$ cat config.mk
export PLATFORM = sky130hd
export DESIGN_NAME = alu_issue
export DESIGN_NICKNAME = d
export VERILOG_FILES = /design/src/rtl/alu_issue.sv
export SDC_FILE = /design/constraint.sdc
export NUM_CORES = 1
export LEC_CHECK = 0
export CAP_MARGIN = 5
export CORE_MARGIN = 3
export CORE_UTILIZATION = 55
export DETAILED_ROUTE_END_ITERATION = 10
export PLACE_DENSITY_LB_ADDON = 0.15
export SLEW_MARGIN = 15
export SYNTH_ARGS = -nofsm -noshare
export SYNTH_HDL_FRONTEND = slang
export SYNTH_SLANG_ARGS = --single-unit
$ cat constraint.sdc
create_clock -name clk -period 3.33 [get_ports clk]
set_clock_uncertainty 0.1 [all_clocks]
set_input_delay 0.333 -clock clk [delete_from_list [all_inputs] [get_ports clk]]
set_output_delay 0.333 -clock clk [all_outputs]
set_load 0.02 [all_outputs]
$ cat src/rtl/alu_issue.sv
// alu_issue: register-file issue/writeback stage feeding a 16-bit ALU.
// Optional `ALU_ISSUE_FWD_EN: forward the EX result on RAW hazards instead of stalling one cycle.
module alu_issue #(
  parameter int unsigned RA_W = 3
) (
  input  logic            clk,
  input  logic            reset,
  input  logic            in_valid,
  output logic            in_ready,
  input  logic [1:0]      in_op,
  input  logic [RA_W-1:0] in_rd,
  input  logic [RA_W-1:0] in_rs1,
  input  logic [RA_W-1:0] in_rs2,
  input  logic            in_imm_sel,
  input  logic [15:0]     in_imm,
  output logic [1:0]      alu_op,
  output logic [15:0]     alu_a,
  output logic [15:0]     alu_b,
  input  logic [15:0]     alu_o,
  input  logic            alu_cout,
  output logic            wb_valid,
  output logic [RA_W-1:0] wb_rd,
  output logic [15:0]     wb_data,
  output logic            flag_c,
  input  logic [RA_W-1:0] dbg_raddr,
  output logic [15:0]     dbg_rdata
);

  localparam int unsigned DW   = 16;
  localparam int unsigned NREG = 1 << RA_W;
  localparam logic [1:0]  OP_ADD = 2'b00;
  localparam logic [1:0]  OP_SUB = 2'b01;

  // EX-stage payload; op/a/b double as the ALU drive registers
  typedef struct packed {
    logic [1:0]      op;
    logic [RA_W-1:0] rd;
    logic [DW-1:0]   a;
    logic [DW-1:0]   b;
  } ex_t;

  logic [DW-1:0] regs [NREG];
  logic          ex_valid;
  ex_t           ex_q;
  ex_t           ex_d_c;

  logic          hit_a_c;
  logic          hit_b_c;
  logic          accept_c;
  logic          flag_upd_c;

  // Operand fetch, hazard detection and the accept handshake
  always_comb begin
    hit_a_c   = ex_valid && (ex_q.rd == in_rs1);
    hit_b_c   = ex_valid && !in_imm_sel && (ex_q.rd == in_rs2);
    ex_d_c.op = in_op;
    ex_d_c.rd = in_rd;
    ex_d_c.a  = regs[in_rs1];
    ex_d_c.b  = in_imm_sel ? in_imm : regs[in_rs2];
`ifdef ALU_ISSUE_FWD_EN
    if (hit_a_c) ex_d_c.a = alu_o;
    if (hit_b_c) ex_d_c.b = alu_o;
    in_ready = reset;
`else
    // The EX instruction retires during the stall cycle, so the retry reads the updated file
    in_ready = reset && !(hit_a_c || hit_b_c);
`endif
    accept_c = in_valid && in_ready;
  end

  // Only add/sub update the carry flag
  always_comb begin
    flag_upd_c = ex_valid && ((ex_q.op == OP_ADD) || (ex_q.op == OP_SUB));
  end

  // EX register: holds its last contents while idle so the ALU inputs stay stable
  always_ff @(posedge clk) begin
    if (!reset) begin
      ex_valid <= 1'b0;
      ex_q     <= '0;
    end else begin
      ex_valid <= accept_c;
      if (accept_c) begin
        ex_q <= ex_d_c;
      end
    end
  end

  // Register file write at the closing edge of EX
  always_ff @(posedge clk) begin
    if (!reset) begin
      for (int unsigned i = 0; i < NREG; i++) begin
        regs[RA_W'(i)] <= '0;
      end
    end else if (ex_valid) begin
      regs[ex_q.rd] <= alu_o;
    end
  end

  // Writeback report and carry flag
  always_ff @(posedge clk) begin
    if (!reset) begin
      wb_valid <= 1'b0;
      wb_rd    <= '0;
      wb_data  <= '0;
      flag_c   <= 1'b0;
    end else begin
      wb_valid <= ex_valid;
      if (ex_valid) begin
        wb_rd   <= ex_q.rd;
        wb_data <= alu_o;
      end
      if (flag_upd_c) begin
        flag_c <= alu_cout;
      end
    end
  end

  assign alu_op    = ex_q.op;
  assign alu_a     = ex_q.a;
  assign alu_b     = ex_q.b;
  assign dbg_rdata = regs[dbg_raddr];

endmodule
* Word level (Yosys, flattened, before mapping)
Memories as Yosys holds them, arrays and structs flattened. A register that Yosys moved wholly into a read port is not among the register bits.
Index checks and enable logic that the tools add are counted.
** Word-level totals
- Register bits :: 43
- Bits in latches :: 0
- Bits in writable memories :: 128
- Memory bits (read-only) :: 0
- Input bits :: 51
- Word-level logic and storage cells :: 33
- Memories kept :: 1
** Cells by class
- $add $sub $neg :: 0
- Multipliers :: 0
- Divide/modulo/power cells :: 0
- Order comparisons :: 0
- Equal/unequal tests :: 3
- Shift operators :: 0
- Muxes and demuxes :: 8
- Bitwise gates (word level) :: 0
- Reductions and logical operators :: 13
** Memories
- regs :: words 8, width 16, read ports 3, clocked after Yosys merged registers in 1, wr ports 8, RTL line 42 : logic [DW-1:0] regs [NREG];
** Operators with widths (number)
- two-way mux 16 bit :: 2
- OR reduction 16 bit :: 1
- equality test 3 bit :: 2
- logical AND 1 bit :: 6
- two-way mux 1 bit :: 5
- zero test 1 bit :: 3
- two-way mux 3 bit :: 1
- equality test 2 x 1 -> 1 bit (second input constant) :: 1
- zero test 2 bit :: 1
- logical OR 1 bit :: 2

* Depth between registers and ports, before layout
- Word-level depth :: 7
- Mapped depth :: 7
- Depth with buffers taken out :: 4

* Worst setup path before layout
OpenSTA, ideal clock, no wires.
- Path kind :: input-to-reg
- From :: input port reset
- To :: memory regs[1][0], enable pin
- Library setup time :: 0.411 ns
- Arrival time :: 2.007 ns
- Required time :: 2.819 ns
- Path slack :: 0.812 ns
- Stages on the path :: 4
- Cells stage by stage :: buf_2 -> and2_1 -> nand2b_1 -> o21ai_0
** RTL lines
- start: declaration :: RTL line 7 : input logic reset,
- end: declaration :: RTL line 42

* Worst setup path after layout
- From :: register ex_valid
- To :: output port in_ready
** On the way
- Word-level cells in the longest chain between the ends :: 5
- Elaborated cells between the ends (all ways) :: 6
- Classes of those cells :: reduce/logical: 6
** Ends and longest elaborated chain
- start: declaration :: RTL line 43 : logic ex_valid;
- start signal: assignment :: RTL line 82 : ex_valid <= accept_c;
- logical AND 1 bit (2 in series) :: RTL line 55 : hit_b_c = ex_valid && !in_imm_sel && (ex_q.rd == in_rs2);
- logical OR 1 bit (*) :: RTL line 66 : in_ready = reset && !(hit_a_c || hit_b_c);
- zero test 1 bit (*) :: RTL line 66
- logical AND 1 bit (*) :: RTL line 66
- end: declaration :: RTL line 9 : output logic in_ready,
Every way passes the cells marked *; elsewhere a longest branch is shown, timed or not.

==> flow_summary.yaml <==
worst_setup_path:
  required_ns: 2.90
  worstPathArrival_ns: 2.31
  ff2ff_path_depth: 7
  worstSetupPathDepth: 5
  cp_top_family: "buffers and inverters"
  cp-end-kind: "output port"
  critPathMaxStageDelay_ns: 0.54
  crit_fanout: 22
  startpoint_type: "register"
  crit_type: "register to output port"
  path_buf_inv: 2
  crit_slowest_cell: "clkdlybuf4s50_1"
  path_cells: "buf_4 -> nor2b_1 -> nand4_1 -> and3_1 -> clkdlybuf4s50_1"
sta:
  fmax_mhz: 364
  setup_ws_ns: 0.585
  min_period_ns: 2.74
  hold_violations: 0
  tightest_slew_ns: 0.654
  slew_headroom_pct: 56.4
  drv_slew: 0
  min_period_over_period_pct: 82.4
  rsz0062_at_grt: "no"
  tns_ns: 0
  setup_viol: 0
floorplan:
  initial_utilization_pct: 56.9
  fp.dieH_um: 144
  rows: 49
  io_pins: 123
  dieArea_um2: 20700
  die_x_um: 144
  design.core.area_um2: 18300
final_layout:
  layout-drive-gt1-share_pct: 20.6
  fill_cells: 1308
  final_common_cell: "and2_1"
  layout.nets: 945
  syn2layout_area_growth_pct: 18.1
  final_cell_mix: "130 x and2_1, 128 x edfxtp_1, 118 x clkdlybuf4s50_1"
power:
  ir_drop_uv: 390
  powerDensity_nw_per_um2: 463
  p_leak_nw: 4.64
yosys:
  ys_types: 35
  syn-num-nets: 857
  ys_seq_elements: 187
  synth_area_um2: 10400
  synthCells: 806
  synth_edf_count: 128
  ys.warnings.count: 0
  yosysSeqAreaShare_pct: 48.1
  syn_avg_cell_area_um2: 12.9
  ys_async_sr_fraction_pct: 0
  ys.flop_type: "edfxtp_1"
clocking:
  insertion_delay_ns: 0.44
  post_cts_resized: 0
  cts_sinks: 187
  clockRootBuffer: "clkbuf_16"
  clkTransAtPathRegs_ns: 0.07
  cts.path.max_buffers: 2
  ctsHoldBuffers: 0
  post_cts_buffers: 0
  cts_tree: "built"
  cts_buffers: 17
  h-tree-depth: 4
routing:
  drtIter0Drc: 831
  avgViaCountPerCell: 6.34
  dr.pass1.iters: 5
  antenna_left: 0
  wire_per_inst_um: 24.5
  wl_um: 27800
  vias: 7213
  drcViolationCount: 0
run:
  maxCapViolations: 0
grt:
  antenna_found_initial: 0
  grtUsageTotal_pct: 28.0
  gr-total-overflow: 0
  grt_pass1_vias: 7455
  grt_pass1_wl_um: 43100
  grt_max_degree: 63
place:
  io_buffers: 122
  post-place-ws_ns: 0.577
  dp_hpwl_um: 19700
  place_congestion: 0.867
worst_hold_path:
  worst_hold_path_type: "input pin to register"
  hold_path_depth: 2
outcome:
  status: "finished clean"
[final timing paths]
path,startpoint,to,slack [ns]
worst max-delay path,ex_valid,in_ready,0.59
worst min-delay path,reset,wb_valid,0.13
worst max register to register,ex_valid,alu_a[12],1.08
worst min register to register,alu_a[4],alu_a[4],0.36
[cells by family (layout without fill, tap and decap cells)]
kind of cell	count (synthesis)	in the layout	synth area share, %
AOI/OAI and AO/OA	90	90	5.85
xor gates and xnor gates	6	6	0.503
buffers and inverters	113	214	6.22
DFF	187	187	48.1
muxes	175	175	27.1
other	0	1	0
and+or+nand+nor	235	235	12.2
[metrics by stage]
stage,utilization [%],total power [mW],hold WS (ns),instance area [um2],cells
2_1_floorplan,-,3.30,0.335,10400,806
3_3_place_gp,63.9,3.61,0.344,11700,1104
3_5_place_dp,63.9,3.64,0.355,11700,1104
4_1_cts,67.2,5.73,0.101,12300,1136
5_1_grt,67.2,5.89,0.129,12300,1136
6_report,67.2,5.70,0.125,12300,1137
[per-layer routing]
metal  vias up  part of all wire, %  track usage (%)
met5         -                    0                0
met4         0                  2.0             9.66
met3        49                   10             7.59
met2       450                   48             45.2
met1      3544                   40             36.9
li1       3170                    -                -
[state kept, by name (all words and copies together), names as in the netlist]
signal    count
ex_q          3
alu_b        16
wb_valid      1
wb_rd         3
alu_op        2
flag_c        1
alu_a        16
ex_valid      1
regs        128
wb_data      16
[cell usage after synthesis, types with 3 or more instances]
cell type,count,share of area (%)
o211ai_1,16,1.2
a31o_2,10,0.84
dfxtp_1,59,11
buf_4,41,2.9
inv_1,11,0.40
a22oi_1,16,1.2
nor2b_1,3,0.18
xnor2_1,6,0.50
and2_1,130,7.8
o21ai_0,8,0.38
mux4_1,13,3.3
buf_1,3,0.11
a21oi_1,10,0.48
edfxtp_1,128,37
nand2_1,52,1.9
mux2_2,22,2.4
mux4_2,67,14
mux2i_1,73,7.0
buf_6,3,0.32
o21ai_1,8,0.38
a311oi_1,6,0.50
a31oi_1,6,0.36
clkbuf_1,27,0.97
nand3_1,11,0.53
nand2b_1,5,0.30
nor2_1,27,0.97
o22ai_1,10,0.60
buf_2,26,1.2
[where the power goes]
part / total [mW] / leakage [nW] / switching (mW) / internal, mW
combinational: 0.903 / 2.54 / 0.452 / 0.451
sequential: 2.69 / 1.81 / 0.0982 / 2.59
clock: 2.11 / 0.297 / 0.949 / 1.16
total: 5.70 / 4.64 / 1.50 / 4.20
[area by class of cell]
cell class | count | area [um2] | area share, %
diodes | 1 | 2.50 | 0.0203
clock buffers | 18 | 439 | 3.56
clock inverters | 14 | 175 | 1.42
inverters | 12 | 45.0 | 0.366
multi-input cells | 506 | 4760 | 38.7
flip-flops and latches | 187 | 5020 | 40.8
well taps | 229 | 287 | 2.33
repair buffers | 170 | 1590 | 12.9
(Power assumes the default switching activity.)
